### config.mk
export PLATFORM = sky130hd
export DESIGN_NAME = burst_pattern_gen_flat
export DESIGN_NICKNAME = d
export VERILOG_FILES = /design/src/rtl/burst_pattern_gen_if.sv /design/src/rtl/burst_pattern_gen.sv /design/src/flat_wrapper.sv
export SDC_FILE = /design/constraint.sdc
export NUM_CORES = 1
export LEC_CHECK = 0
export CORE_MARGIN = 2
export CORE_UTILIZATION = 35
export CTS_CLUSTER_SIZE = 20
export DETAILED_ROUTE_END_ITERATION = 10
export GPL_TIMING_DRIVEN = 1
export PLACE_DENSITY = 0.58
export SLEW_MARGIN = 25
export SYNTH_ARGS = -nofsm -noshare
export SYNTH_HDL_FRONTEND = slang
export SYNTH_SLANG_ARGS = --single-unit
### constraint.sdc
create_clock -name clk -period 6.1 [get_ports clk]
set_input_delay 1.22 -clock clk [delete_from_list [all_inputs] [get_ports clk]]
set_output_delay 1.22 -clock clk [all_outputs]
set_load 0.1 [all_outputs]
### src/rtl/burst_pattern_gen_if.sv
// rtl/burst_pattern_gen_if.sv - control/config/lane bus for burst_pattern_gen
// Purpose: groups the segment-table write port, frame control and pulse-lane
//          outputs of burst_pattern_gen.
// Signals: cfg_we/cfg_addr/cfg_wdata  segment table write ({kind,len})
//          start/loop_en/stop         frame sequencing control
//          lane_mask                  per-lane output force-low
//                                     (BURST_PATTERN_LANE_MASK_EN only)
//          row_out/busy/frame_done/frame_cnt/cfg_err  generator outputs
// Modports: master drives control and config, slave is the generator.
interface burst_pattern_gen_if #(
  parameter int ROWS  = 7,
  parameter int DEPTH = 8,
  parameter int LEN_W = 8,
  parameter int CNT_W = 16
);
  localparam int AW = $clog2(ROWS * DEPTH);

  logic             cfg_we;
  logic [AW-1:0]    cfg_addr;
  logic [LEN_W:0]   cfg_wdata;
  logic             start;
  logic             loop_en;
  logic             stop;
`ifdef BURST_PATTERN_LANE_MASK_EN
  logic [ROWS-1:0]  lane_mask;
`endif
  logic [ROWS-1:0]  row_out;
  logic             busy;
  logic             frame_done;
  logic [CNT_W-1:0] frame_cnt;
  logic             cfg_err;

  modport master (
`ifdef BURST_PATTERN_LANE_MASK_EN
    output lane_mask,
`endif
    output cfg_we, cfg_addr, cfg_wdata, start, loop_en, stop,
    input  row_out, busy, frame_done, frame_cnt, cfg_err
  );

  modport slave (
`ifdef BURST_PATTERN_LANE_MASK_EN
    input  lane_mask,
`endif
    input  cfg_we, cfg_addr, cfg_wdata, start, loop_en, stop,
    output row_out, busy, frame_done, frame_cnt, cfg_err
  );
endinterface

### src/rtl/burst_pattern_gen.sv
// rtl/burst_pattern_gen.sv - multi-lane run-length pulse-burst pattern generator
// Purpose: each of ROWS lanes plays a program of BURST/GAP segments from a
//          register-array segment table; frames optionally repeat with
//          FRAME_GAP idle-low cycles in between.
// Ports:   clk  rising-edge clock
//          rst  asynchronous active-high reset
//          bus  burst_pattern_gen_if.slave (config writes, start/loop_en/stop,
//               row_out, busy, frame_done, frame_cnt, cfg_err)
// Option:  BURST_PATTERN_LANE_MASK_EN adds bus.lane_mask, forcing masked
//          lanes' row_out low while they keep sequencing.
module burst_pattern_gen #(
  parameter int ROWS      = 7,
  parameter int DEPTH     = 8,
  parameter int LEN_W     = 8,
  parameter int FRAME_GAP = 60,
  parameter int CNT_W     = 16
) (
  input  logic               clk,
  input  logic               rst,
  burst_pattern_gen_if.slave bus
);
  localparam int ENTRIES = ROWS * DEPTH;
  localparam int AW      = $clog2(ENTRIES);
  localparam int IW      = (DEPTH > 1) ? $clog2(DEPTH) : 1;
  localparam int GW      = (FRAME_GAP > 1) ? $clog2(FRAME_GAP + 1) : 1;

  typedef enum logic [1:0] {T_IDLE, T_RUN, T_GAP} top_t;
  typedef enum logic [2:0] {L_IDLE, L_BURST_HI, L_BURST_LO, L_GAP, L_DONE} lane_t;

  logic [LEN_W:0]   seg_tab [ENTRIES];

  top_t             top_q, top_d;
  logic [GW-1:0]    gap_q;
  logic             stop_q;
  logic [ROWS-1:0]  row_q;
  logic             done_q;
  logic [CNT_W-1:0] cnt_frames_q;
  logic             err_q;

  lane_t            lane_q [ROWS];
  lane_t            lane_d [ROWS];
  logic [IW-1:0]    idx_q  [ROWS];
  logic [IW-1:0]    idx_d  [ROWS];
  logic [LEN_W-1:0] cnt_q  [ROWS];
  logic [LEN_W-1:0] cnt_d  [ROWS];

  logic             all_done;
  logic             busy;
  logic             cfg_ok;
  logic             load_lanes;
  logic             frame_end;
  logic [ROWS-1:0]  row_hi;

  // Segment table: software-loaded, never reset, writable only while idle.
  always_ff @(posedge clk) begin
    if (cfg_ok && bus.cfg_we && ({1'b0, bus.cfg_addr} < (AW + 1)'(ENTRIES)))
      seg_tab[bus.cfg_addr] <= bus.cfg_wdata;
  end

  // Top FSM: state register
  always_ff @(posedge clk or posedge rst) begin
    if (rst) top_q <= T_IDLE;
    else     top_q <= top_d;
  end

  // Top FSM: next state. A live stop in the final RUN cycle counts as latched.
  always_comb begin
    top_d = top_q;
    case (top_q)
      T_IDLE: if (bus.start) top_d = T_RUN;
      T_RUN:  if (all_done)
                top_d = (bus.loop_en && !stop_q && !bus.stop) ? T_GAP : T_IDLE;
      T_GAP:  if (gap_q == '0) top_d = T_RUN;
      default: top_d = T_IDLE;
    endcase
  end

  // Top FSM: outputs. Lanes (re)load index 0 on the edge that enters RUN.
  always_comb begin
    busy       = (top_q != T_IDLE);
    cfg_ok     = (top_q == T_IDLE);
    load_lanes = ((top_q == T_IDLE) && bus.start) || ((top_q == T_GAP) && (gap_q == '0));
    frame_end  = (top_q == T_RUN) && all_done;
  end

  always_ff @(posedge clk or posedge rst) begin
    if (rst) begin
      gap_q        <= '0;
      stop_q       <= 1'b0;
      row_q        <= '0;
      done_q       <= 1'b0;
      cnt_frames_q <= '0;
      err_q        <= 1'b0;
    end else begin
      if (frame_end)
        gap_q <= GW'(FRAME_GAP - 1);
      else if ((top_q == T_GAP) && (gap_q != '0))
        gap_q <= gap_q - GW'(1);
      if (top_d == T_IDLE)
        stop_q <= 1'b0;
      else if (bus.stop)
        stop_q <= 1'b1;
`ifdef BURST_PATTERN_LANE_MASK_EN
      row_q <= row_hi & ~bus.lane_mask;
`else
      row_q <= row_hi;
`endif
      done_q       <= frame_end;
      cnt_frames_q <= cnt_frames_q + CNT_W'(frame_end);
      err_q        <= bus.cfg_we && !cfg_ok;
    end
  end

  // Lane FSMs: state register
  always_ff @(posedge clk or posedge rst) begin
    if (rst) begin
      for (int l = 0; l < ROWS; l++) begin
        lane_q[l] <= L_IDLE;
        idx_q[l]  <= '0;
        cnt_q[l]  <= '0;
      end
    end else begin
      for (int l = 0; l < ROWS; l++) begin
        lane_q[l] <= lane_d[l];
        idx_q[l]  <= idx_d[l];
        cnt_q[l]  <= cnt_d[l];
      end
    end
  end

  // Lane FSMs: next state. The following segment is fetched in the same
  // cycle the current one ends so there is never an idle bubble.
  always_comb begin
    logic           seg_end;
    logic           fetch;
    logic [IW-1:0]  nidx;
    logic [AW-1:0]  raddr;
    logic [LEN_W:0] ent;
    for (int l = 0; l < ROWS; l++) begin
      lane_d[l] = lane_q[l];
      idx_d[l]  = idx_q[l];
      cnt_d[l]  = cnt_q[l];
      seg_end   = 1'b0;
      fetch     = 1'b0;
      nidx      = '0;
      case (lane_q[l])
        L_BURST_HI: lane_d[l] = L_BURST_LO;
        L_BURST_LO: begin
          if (cnt_q[l] == LEN_W'(1)) begin
            seg_end = 1'b1;
          end else begin
            cnt_d[l]  = cnt_q[l] - LEN_W'(1);
            lane_d[l] = L_BURST_HI;
          end
        end
        L_GAP: begin
          if (cnt_q[l] == LEN_W'(1)) seg_end = 1'b1;
          else                       cnt_d[l] = cnt_q[l] - LEN_W'(1);
        end
        default: ;
      endcase
      if (load_lanes) begin
        fetch = 1'b1;
        nidx  = '0;
      end else if (top_q == T_IDLE) begin
        lane_d[l] = L_IDLE;
      end else if (seg_end) begin
        // Last table slot finished: lane ends, it does not wrap to index 0.
        if (idx_q[l] == IW'(DEPTH - 1)) begin
          lane_d[l] = L_DONE;
        end else begin
          fetch = 1'b1;
          nidx  = idx_q[l] + IW'(1);
        end
      end
      raddr = AW'(l * DEPTH) + AW'(nidx);
      ent   = seg_tab[raddr];
      if (fetch) begin
        idx_d[l] = nidx;
        if (ent[LEN_W-1:0] == '0) begin
          lane_d[l] = L_DONE;
        end else begin
          cnt_d[l]  = ent[LEN_W-1:0];
          lane_d[l] = ent[LEN_W] ? L_BURST_HI : L_GAP;
        end
      end
    end
  end

  always_comb begin
    all_done = 1'b1;
    row_hi   = '0;
    for (int l = 0; l < ROWS; l++) begin
      if (lane_q[l] != L_DONE) all_done = 1'b0;
      row_hi[l] = (lane_q[l] == L_BURST_HI);
    end
  end

  assign bus.row_out    = row_q;
  assign bus.busy       = busy;
  assign bus.frame_done = done_q;
  assign bus.frame_cnt  = cnt_frames_q;
  assign bus.cfg_err    = err_q;
endmodule

### src/flat_wrapper.sv
// flat-port wrapper written by rule: the top's interface ports become plain ports
module burst_pattern_gen_flat 
#(
  parameter int ROWS      = 7,
  parameter int DEPTH     = 8,
  parameter int LEN_W     = 8,
  parameter int FRAME_GAP = 60,
  parameter int CNT_W     = 16
)
  (clk, rst, bus_cfg_we, bus_cfg_addr, bus_cfg_wdata, bus_start, bus_loop_en, bus_stop, bus_row_out, bus_busy, bus_frame_done, bus_frame_cnt, bus_cfg_err);
  burst_pattern_gen_if #(.ROWS(ROWS), .DEPTH(DEPTH), .LEN_W(LEN_W), .CNT_W(CNT_W)) bus_i ();
  input  logic clk;
  input  logic rst;
  input wire logic [$bits(bus_i.cfg_we)-1:0] bus_cfg_we;
  input wire logic [$bits(bus_i.cfg_addr)-1:0] bus_cfg_addr;
  input wire logic [$bits(bus_i.cfg_wdata)-1:0] bus_cfg_wdata;
  input wire logic [$bits(bus_i.start)-1:0] bus_start;
  input wire logic [$bits(bus_i.loop_en)-1:0] bus_loop_en;
  input wire logic [$bits(bus_i.stop)-1:0] bus_stop;
  output wire logic [$bits(bus_i.row_out)-1:0] bus_row_out;
  output wire logic [$bits(bus_i.busy)-1:0] bus_busy;
  output wire logic [$bits(bus_i.frame_done)-1:0] bus_frame_done;
  output wire logic [$bits(bus_i.frame_cnt)-1:0] bus_frame_cnt;
  output wire logic [$bits(bus_i.cfg_err)-1:0] bus_cfg_err;
  assign bus_i.cfg_we = bus_cfg_we;
  assign bus_i.cfg_addr = bus_cfg_addr;
  assign bus_i.cfg_wdata = bus_cfg_wdata;
  assign bus_i.start = bus_start;
  assign bus_i.loop_en = bus_loop_en;
  assign bus_i.stop = bus_stop;
  assign bus_row_out = bus_i.row_out;
  assign bus_busy = bus_i.busy;
  assign bus_frame_done = bus_i.frame_done;
  assign bus_frame_cnt = bus_i.frame_cnt;
  assign bus_cfg_err = bus_i.cfg_err;
  burst_pattern_gen #(.ROWS(ROWS), .DEPTH(DEPTH), .LEN_W(LEN_W), .FRAME_GAP(FRAME_GAP), .CNT_W(CNT_W)) u_core (.clk(clk), .rst(rst), .bus(bus_i));
endmodule
# Yosys cells after proc, flatten, opt, wreduce, memory -nomap -nowiden
# Memories as Yosys holds them, arrays and structs flattened.
# Index checks and enable logic that the tools add are counted.
[totals]
regBits = 132
mem_bits_rw = 504
inputBits = 21
output_inout_bits = 26
word_cells = 309
n_memories = 1
[mem_list]
columns = ["name", "words", "word_bits", "rd", "rd_clocked_by_memory_dff", "write_ports", "line_no", "text"]
rows = [
  ["u_core.seg_tab", 56, 9, 7, 0, 1, "burst_pattern_gen.sv:30", "logic [LEN_W:0] seg_tab [ENTRIES];"],
]
[op_classes]
n_addsub = 22
n_lt_le_gt_ge = 1
n_eq_ne = 44
n_mux = 179
n_reduce_logical = 34
[ops]
columns = ["op", "count"]
rows = [
  ["3-bit 2-to-1 mux", 77],
  ["8-bit 2-to-1 mux", 28],
  ["8-bit by 1-bit equality test with 1-bit output, second input constant", 7],
  ["8-bit zero test", 7],
  ["8-bit by 1-bit subtractor with 8-bit output, second input constant", 7],
  ["1-bit 2-to-1 mux", 53],
  ["3-bit by 2-bit equality test with 1-bit output, second input constant", 14],
  ["3-bit one-hot mux with 2 select lines", 7],
  ["2-bit 2-to-1 mux", 11],
  ["3-bit by 1-bit adder with 3-bit output, second input constant", 7],
  ["3-bit by 1-bit equality test with 1-bit output, second input constant", 7],
  ["3-bit equality test, second input constant", 7],
  ["3-bit inequality test, second input constant", 7],
  ["16-bit by 1-bit adder with 16-bit output", 1],
  ["2-bit OR reduction", 7],
  ["5-bit by 3-bit adder with 6-bit output, first input constant", 2],
  ["6-bit by 3-bit adder with 6-bit output, first input constant", 2],
  ["6-bit 2-to-1 mux", 2],
  ["1-bit logical AND", 9],
  ["5-bit by 4-bit adder with 6-bit output, first input constant", 1],
  ["6-bit zero test", 1],
  ["6-bit less-than comparator, second input constant", 1],
  ["2-bit one-hot mux with 3 select lines", 1],
  ["2-bit nonzero test", 3],
  ["other kinds (8)", 11],
]

# Logic depth before layout (Yosys ltp)
# Gate-level depths: netlist (run 1).
[depth]
ltp_word = 12
mapped_depth = 14
depth_no_buf = 12

# Worst setup path after synthesis (run 1)
# No wires, ideal clock.
[synth_path]
kind = "reg2reg"
from = "reg u_core.idx_q[18] (netlist bit)"
to = "reg u_core.cnt_q[50] (netlist bit)"
arrival_time_ns = 3.197
required_ns = 6.032
setup_slack_ns = 2.835
path_stages_with_launch = 13
path_buffers = 2
synth_period_minus_slack_ns = 3.265
path_cell_list = "dfrtp_1 ha_1 ha_1 or2_2 clkbuf_1 buf_1 mux2i_1 o22ai_1 a211oi_1 nor2_1 or4bb_1 o21ai_2 a32o_1"
[synth_rtl]
columns = ["element", "line_no", "text"]
rows = [
  ["from (decl)", "burst_pattern_gen.sv:42", "logic [IW-1:0] idx_q [ROWS];"],
  ["from (signal, indexed assignment)", "burst_pattern_gen.sv:125", "idx_q[l] <= idx_d[l];"],
  ["to (signal, indexed assignment)", "burst_pattern_gen.sv:126", "cnt_q[l] <= cnt_d[l];"],
  ["to (decl)", "burst_pattern_gen.sv:44", "logic [LEN_W-1:0] cnt_q [ROWS];"],
]

==> results of run 1 <==
==> per-layer routing <==
metal	wire [um]	vias up	track usage, %
met3	4489	170	3.126
met1	31180	8940	23.38
met4	2489	0	6.531
met2	34100	702	28.47
met5	0	-	0
li1	-	8053	-
==> state kept, by name, indices dropped and copies added, names as in the netlist <==
signal and count:
u_core.cnt_q 56, u_core.bus.frame_done 1, u_core.bus.frame_cnt 16, u_core.idx_q 21, u_core.lane_q 21, u_core.top_q 2
u_core.seg_tab 504, u_core.bus.row_out 7, u_core.bus.cfg_err 1, u_core.stop_q 1, u_core.gap_q 6
==> worst paths after layout <==
kind / cells after the start / from / end / slack, ns
max: 10 / u_core.idx_q[15] / u_core.cnt_q[47] / 1.69
min: 1 / u_core.bus.frame_cnt[15] / u_core.bus.frame_cnt[15] / 0.47
max reg2reg: 10 / u_core.idx_q[15] / u_core.cnt_q[47] / 1.69
min reg2reg: 1 / u_core.bus.frame_cnt[15] / u_core.bus.frame_cnt[15] / 0.47
max in group asynchronous: 3 / rst / u_core.cnt_q[51] / 3.65
min in group asynchronous: 2 / rst / u_core.bus.frame_cnt[2] / 1.19
==> stage by stage <==
step | total power (uW) | utilization [%] | setup WS [ns] | cell area (um2)
floorplan | 6740 | - | 1.354 | 27750
global route | 11870 | 39.92 | 1.310 | 31430
finish | 11390 | 39.92 | 1.694 | 31430
detailed placement | 7329 | 37.12 | 1.757 | 29230
CTS | 11450 | 39.91 | 1.738 | 31420
global placement | 7284 | 37.12 | 1.835 | 29230
==> cells by family (layout without fill, tap and decap cells) <==
family	after synthesis	count (layout)
flip-flops	636	636
AND/OR/NAND/NOR	575	575
AO/OA/AOI/OAI	481	481
buffers and inverters	154	228
multiplexers	123	123
XOR/XNOR	65	65
adder cells (fa/ha/maj)	31	31
==> layout make-up <==
class	instances	area (um2)	share of cell area (%)
Timing Repair Buffer	62	550.5	1.751
Sequential cell	636	18440	58.66
Tap cell	1050	1314	4.180
Multi-Input combinational cell	1275	8752	27.84
Inverter	47	181.4	0.5772
Clock buffer	90	1878	5.975
Clock inverter	29	319.1	1.015
==> synth_stat cells, types with 38 or more instances <==
library cell  number  share of area [%]
a21oi_1          100                1.8
clkbuf_1          89                1.2
dfrtp_1          132                 12
edfxtp_1         504                 55
inv_1             45               0.61
mux2i_1           65                2.3
nand2_1          130                1.8
nand3_1           38               0.69
nor2_1           160                2.2
nor3_1            44               0.79
o21ai_0           94                1.7
xnor2_1           42                1.3
==> power by group through the flow <==
stage	combinational [uW]	clock, uW	sequential [uW]
6_report	1980	4120	5290
3_5_place_dp	1960	0	5370
3_3_place_gp	1930	0	5360
4_1_cts	1970	4200	5290
2_1_floorplan	1340	0	5400
5_1_grt	2170	4370	5340
==> out/results.tsv, run 1 <==
metric	value	unit
total number of H-tree levels	3	
placement row count	103	
root buf cell	clkbuf_16	
Post-Route Skew	0.01897	ns
worst skew pair latency	0.61	ns
CTS clock-pin slew for the worst setup and hold paths	0.06	ns
vias in the first global route	18010	
post-route ant nets	0	
hpwl dp	44.33	mm
mean post-synth cell area	13.44	um2
nature of the critical path endpoint	flop	
nets@finish	2140	
ys flop type	edfxtp_1	
initial antenna violation count	0	
Seq/Total Area, Yosys	66.44	%
GRT Residual Overflow	0	
Sw Pwr	3225	uW
Hold Fails Final Rpt	0	
Area Overhead vs Synth	13.27	%
Post-Synth Simple-Gate Area	10.45	%
drt first-iter violations	1955	
largest net degree at the start of global routing	83	
routed wire length	72.26	mm
number of flops mapped to enable cells by yosys	504	
total CTS buffers	66	
WL/cell	22.66	um
Max VDD drop	0.0002561	V
crit start category	flop	
first drt pass iteration count	8	
Comb power frac	17.4	%
drt drc	0	
port buffer count	46	
CTS tree	done	
Placer Congestion	0.9044	
Synth Area in Compound Gates	11.67	%
dpl cells	3070	
Die Span Y	285.6	um
largest family of logic cells by synthesized area	compound AO/OA/AOI/OAI gates	
Adder-Cell Fraction of Synth Area	1.398	%
Cell variety after synth	78	
worst hold slack	0.4701	ns
Seq pwr share	46.4	%
starting density of the core	35.24	%
Crit path largest cell delay	0.70	ns
Net Count, Synth	2117	
slowest CP cell	dfrtp_1	
via count	17870	
status	complete, no violations	
Ys Warns	0	
cell-internal power	8169	uW
commonest non-fill, non-tap cells in the layout	edfxtp_1 (504), nor2_1 (159), dfrtp_1 (132)	
leak pwr	0.01049	uW
fin crit period	4.406	ns
WP data arrival	4.92	ns
setup TNS	0	ns
CP Max Fanout	24	
period utilization	72.22	%
Die Width	285.6	um
Synth Register Bits	636	
CTS Sinks	636	
commonest non-fill, non-tap cell in the layout	edfxtp_1	
worst hold path class	reg -> reg	
Post-Synth XOR/XNOR Area	2.052	%
Setup CP Type	reg -> reg	
CTS Hold Buffers Added	0	
Worst Path Buf+Inv	0	
global-route wire length before repair	109.3	mm
RSZ-0062 raised after global routing	false	
Synth Cell Area	27750	um2
number of gates resized after cts	0	
core area	78740	um2
# setup viols final	0	
clk buf depth	3	
Fmax	227.0	MHz
CP Cell Sequence	ha_2, ha_1, or2_2, mux4_2, a21oi_1, a31o_2, and4_1, nor4b_2, o21ai_1, o21ai_0	
max cap viols	0	
worst path required time	6.62	ns
crit-path leading delay family	simple AND/OR/NAND/NOR gates	
fillers	7242	
layout cells sized above 1	10.75	%
Setup Buffers After CTS	0	
post-synthesis mux area share	5.835	%
Tot GR Track Use	17.48	%
Rel. slew slack	31.24	%
Clk pwr share	36.2	%
vias per std cell	5.602	
IO Count	47	
count of pins over their slew limit	0	
Sw Ratio	28.31	%
Async S/R FF share, synth	20.75	%
ANT cells	0	
Pwr Density	362.5	nW/um2
die area	81550	um2
Worst-Margin Slew	1.031	ns
Finished Layout Cells	3189	
Gate Count Post-Synth	2065	
(Power assumes the default switching activity.)
==> run 2, diff against run 1 <==
--- a/config.mk
+++ b/config.mk
@@ -10,7 +10,7 @@
 export CTS_CLUSTER_SIZE = 20
 export DETAILED_ROUTE_END_ITERATION = 10
 export GPL_TIMING_DRIVEN = 1
-export PLACE_DENSITY = 0.58
+export PLACE_DENSITY = 0.59
 export SLEW_MARGIN = 25
 export SYNTH_ARGS = -nofsm -noshare
 export SYNTH_HDL_FRONTEND = slang
==> constraint.sdc (replaced) <==
create_clock -name clk -period 3.74 [get_ports clk]
set_input_delay 0.748 -clock clk [delete_from_list [all_inputs] [get_ports clk]]
set_output_delay 0.748 -clock clk [all_outputs]
set_load 0.1 [all_outputs]
==> out/results.tsv, run 2 (synthesis results as in run 1) <==
metric	value	unit
first drt pass iteration count	6	
max cap viols	0	
Comb power frac	18.3	%
Rel. slew slack	32.30	%
Die Span Y	285.6	um
Seq pwr share	46.6	%
total number of H-tree levels	3	
Hold Fails Final Rpt	0	
hold path start	bus_cfg_wdata[3]	
clk buf depth	3	
Crit Reg-Reg Endpoint	u_core.lane_q[13]	
# setup viols final	0	
routed wire length	71.11	mm
nature of the critical path endpoint	flop	
vias per std cell	5.490	
Sw Ratio	28.92	%
post-route cell area	32390	um2
nets@finish	2273	
initial antenna violation count	0	
ANT cells	0	
CTS tree	done	
drt drc	0	
commonest non-fill, non-tap cell in the layout	edfxtp_1	
Post-Route Skew	0.01901	ns
RSZ-0062 raised after global routing	false	
crit start category	flop	
Placer Congestion	0.8596	
Max VDD drop	0.0003180	V
worst skew pair latency	0.61	ns
Fmax	283.6	MHz
core area	78740	um2
FF-to-FF Start	u_core.gap_q[0]	
layout cells sized above 1	15.96	%
Reg2Reg Depth	13	
Sw Pwr	5333	uW
post-place instance area	30220	um2
CTS Hold Buffers Added	0	
Layout Utilization	41.13	%
worst hold slack	0.3833	ns
CP Max Fanout	26	
max FFs per register	504	
root buf cell	clkbuf_16	
count of pins over their slew limit	0	
placement row count	103	
commonest non-fill, non-tap cells in the layout	edfxtp_1 (504), nor2_1 (158), buf_4 (144)	
Top reg by flops	u_core.seg_tab	
fillers	7206	
Setup Buffers After CTS	0	
largest net degree at the start of global routing	61	
GRT Residual Overflow	0	
cell-internal power	13100	uW
Pwr Density	569.2	nW/um2
status	complete, no violations	
Area Overhead vs Synth	16.72	%
port buffer count	46	
leak pwr	0.01113	uW
CTS clock-pin slew for the worst setup and hold paths	0.06	ns
Die Width	285.6	um
via count	18250	
vias in the first global route	18430	
worst hold path class	in -> reg	
worst path required time	4.23	ns
drt first-iter violations	1844	
starting density of the core	35.24	%
Critical path origin	u_core.gap_q[0]	
Setup CP Type	reg -> reg	
Tot GR Track Use	17.42	%
total CTS buffers	70	
die area	81550	um2
WL/cell	21.39	um
post-route ant nets	0	
worst setup path endpoint	u_core.lane_q[13]	
global-route wire length before repair	110.1	mm
period utilization	94.29	%
WP data arrival	4.02	ns
Worst-Margin Slew	1.012	ns
IO Count	47	
fin crit period	3.526	ns
CTS Sinks	636	
hpwl dp	46.33	mm
Largest regs	u_core.seg_tab x504, u_core.cnt_q x56	
worst reg2reg setup slack	0.21	ns
Clk pwr share	35.1	%
## run 2: worst max-delay path, stage by stage, from the launching register on
cell and delay, ns:
dfrtp_1 0.38, inv_1 0.06, ha_1 0.20, nor3b_1 0.14, buf_4 0.16, a21o_2 0.31, buf_4 0.18, buf_4 0.22
o31ai_2 0.26, o211ai_1 0.17, o22ai_1 0.27, o22ai_1 0.15, or4_4 0.66, a41o_1 0.25
## run 2: per-stage QoR
step	setup slack (ns)	setup TNS (ns)	power (uW)	cells
final	0.2136	0	18440	3324
after global routing	0.004009	0	19230	3324
after CTS	0.09626	0	18580	3324
after detailed placement	-0.06961	-0.1654	12070	3199
after global placement	0.1458	0	11980	3199
after floorplan	0.4748	0	10990	2065
## run 2: per-layer routing
metal  GRT usage (%)  vias up  share of wire, %
met5               0        -                 0
met4           5.314        0               2.5
met3           3.038      116               6.1
met2           27.94      639                46
met1           24.20     9173                45
li1                -     8322                 -
## run 2: power by group through the flow
stage | registers [uW] | logic, uW | clock network [uW]
3_3_place_gp | 8700 | 3290 | 0
6_report | 8590 | 3380 | 6460
4_1_cts | 8580 | 3370 | 6620
3_5_place_dp | 8720 | 3350 | 0
5_1_grt | 8660 | 3710 | 6870
2_1_floorplan | 8800 | 2190 | 0
## run 2: cell type report
| class | count | area [um2] | share of cell area (%) |
|---|---|---|---|
| timing repair buffer | 191 | 1551 | 4.790 |
| clock inverter | 27 | 171.4 | 0.5292 |
| tap | 1050 | 1314 | 4.056 |
| multi-input combinational | 1275 | 8786 | 27.13 |
| sequential | 636 | 18440 | 56.92 |
| inverter | 47 | 180.2 | 0.5563 |
| clock buffer | 98 | 1949 | 6.018 |
## run 2: how the worst min path moves through the flow
| stage | slack, ns | depth (start not counted) | end |
|---|---|---|---|
| floorplan | 0.45 | 2 | u_core.idx_q[10] |
| CTS | 0.35 | 1 | u_core.seg_tab[54][3] |
| finish | 0.38 | 1 | u_core.seg_tab[54][3] |
| global placement | 0.46 | 1 | u_core.bus.frame_cnt[15] |
| detailed placement | 0.47 | 2 | u_core.idx_q[10] |
| global route | 0.38 | 1 | u_core.seg_tab[54][3] |
## run 2: timing repair
action / CTS / global route
gates cloned: 0 / 0
endpoints found under the setup margin: 5 / 40
gates resized for setup: 1 / 8
==> run 3, diff against run 2 <==
--- a/config.mk
+++ b/config.mk
@@ -5,12 +5,12 @@
 export SDC_FILE = /design/constraint.sdc
 export NUM_CORES = 1
 export LEC_CHECK = 0
-export CORE_MARGIN = 2
-export CORE_UTILIZATION = 35
+export CORE_MARGIN = 5
+export CORE_UTILIZATION = 39
 export CTS_CLUSTER_SIZE = 20
 export DETAILED_ROUTE_END_ITERATION = 10
-export GPL_TIMING_DRIVEN = 1
-export PLACE_DENSITY = 0.59
+export GPL_TIMING_DRIVEN = 0
+export PLACE_DENSITY = 0.64
 export SLEW_MARGIN = 25
 export SYNTH_ARGS = -nofsm -noshare
 export SYNTH_HDL_FRONTEND = slang
==> out/results.tsv, run 3 (synthesis results as in run 1) <==
metric	value	unit
worst skew pair latency	0.62	ns
status	complete, no violations	
Pwr Density	595.5	nW/um2
placement row count	97	
dpl cells	3059	
post-route cell area	32260	um2
Top reg by flops	u_core.seg_tab	
root buf cell	clkbuf_16	
Area Overhead vs Synth	16.25	%
via count	18310	
WP data arrival	3.88	ns
post-place instance area	29580	um2
GRT Residual Overflow	0	
Die Span Y	276.7	um
CTS tree	done	
nets@finish	2234	
post-route ant nets	0	
crit start category	flop	
core area	70270	um2
Hold Fails Final Rpt	0	
total number of H-tree levels	3	
# setup viols final	0	
Tot GR Track Use	18.22	%
CP Max Fanout	10	
CTS Sinks	636	
max FFs per register	504	
fillers	6105	
max cap viols	0	
CTS clock-pin slew for the worst setup and hold paths	0.06	ns
nature of the critical path endpoint	flop	
commonest non-fill, non-tap cell in the layout	edfxtp_1	
vias per std cell	5.766	
Setup CP Type	reg -> reg	
period utilization	97.99	%
worst hold slack	0.4556	ns
fin crit period	3.665	ns
total CTS buffers	68	
vias in the first global route	18040	
clk buf depth	3	
Largest regs	u_core.seg_tab x504, u_core.cnt_q x56	
initial antenna violation count	1	
layout cells sized above 1	13.02	%
Finished Layout Cells	3175	
Max VDD drop	0.0003939	V
first drt pass iteration count	5	
IO Count	47	
hpwl dp	47.10	mm
RSZ-0062 raised after global routing	true	
Die Width	276.7	um
Rel. slew slack	29.22	%
largest net degree at the start of global routing	57	
starting density of the core	39.49	%
Post-Route Skew	0.03595	ns
commonest non-fill, non-tap cells in the layout	edfxtp_1 (504), nor2_1 (156), dfrtp_1 (132)	
Fmax	272.9	MHz
total power	19210	uW
port buffer count	43	
worst hold path class	in -> async	
drt drc	0	
Layout Utilization	45.90	%
WL/cell	22.69	um
drt first-iter violations	1810	
global-route wire length before repair	109.1	mm
Worst-Margin Slew	1.058	ns
count of pins over their slew limit	0	
ANT cells	0	
die area	76590	um2
routed wire length	72.03	mm
worst path required time	3.95	ns
Placer Congestion	0.8714	
leak pwr	0.01085	uW
run 3: changes by cell type in the layout (fill, tap and decap cells not counted), sizes merged:
cell,change
clkdlybuf4s50,-2
clkbuf,+70
clkinvlp,+3
clkinv,-3
inv,-3
buf,-115
clkdlybuf4s15,+1
bufinv,+10
run 3: layout make-up:
cell class,instances,area [um2],area share (%)
repair buffers,57,671.9,2.083
plain buffers,97,442.9,1.373
clock inverters,34,481.7,1.493
well taps,940,1176,3.646
flip-flops and latches,636,18440,57.16
clock buffers,89,1916,5.938
multi-input cells,1275,8947,27.74
inverters,47,183.9,0.5702
run 3: worst paths after layout:
kind,start,end,slack [ns],depth (start not counted)
worst max-delay path,u_core.top_q[0],u_core.seg_tab[54][4],0.08,6
max in group asynchronous,rst,u_core.cnt_q[39],2.49,5
worst max register to register,u_core.top_q[0],u_core.seg_tab[54][4],0.08,6
min in group clk,u_core.idx_q[10],u_core.idx_q[10],0.48,2
worst min-delay path,rst,u_core.bus.row_out[6],0.46,2
worst min register to register,u_core.idx_q[10],u_core.idx_q[10],0.48,2
run 3: power by group:
group | leakage (uW) | total [uW] | internal, uW | switching [uW]
registers | 0.00623 | 8590 | 8110 | 488
logic | 0.00345 | 3450 | 1300 | 2150
clock network | 0.00117 | 7160 | 4390 | 2780
run 3: routing by layer:
layer	global-route usage (%)	part of all wire [%]	vias up	wire length (um)
met5	0	0	-	0
met4	5.823	3.0	0	2179
met3	3.195	6.7	131	4803
met2	29.58	48	698	34310
met1	25.21	43	9236	30730
li1	-	-	8243	-
run 3: timing repair:
action                                  CTS  global route
setup buffers                             0             2
gates cloned                              0             0
endpoints found under the setup margin  345            90
resized for setup                        46            46
pin swaps                                 0             3
hold buffers                              0             0
run 3: stage by stage:
| stage | TNS [ns] | setup WS (ns) |
|---|---|---|
| final | 0 | 0.07521 |
| after CTS | 0 | 0.01567 |
| after detailed placement | -98.87 | -1.692 |
| after floorplan | 0 | 0.4748 |
| after global routing | -0.1493 | -0.01367 |
| after global placement | -90.20 | -1.626 |
run 3: critical path, stage by stage, from the launching register on:
cell and delay, ns:
dfrtp_1 0.42, nor2_1 0.28, clkbuf_2 0.49, nand3_1 0.16, nor2_1 0.23, nand3_1 0.68
nor2_1 0.98
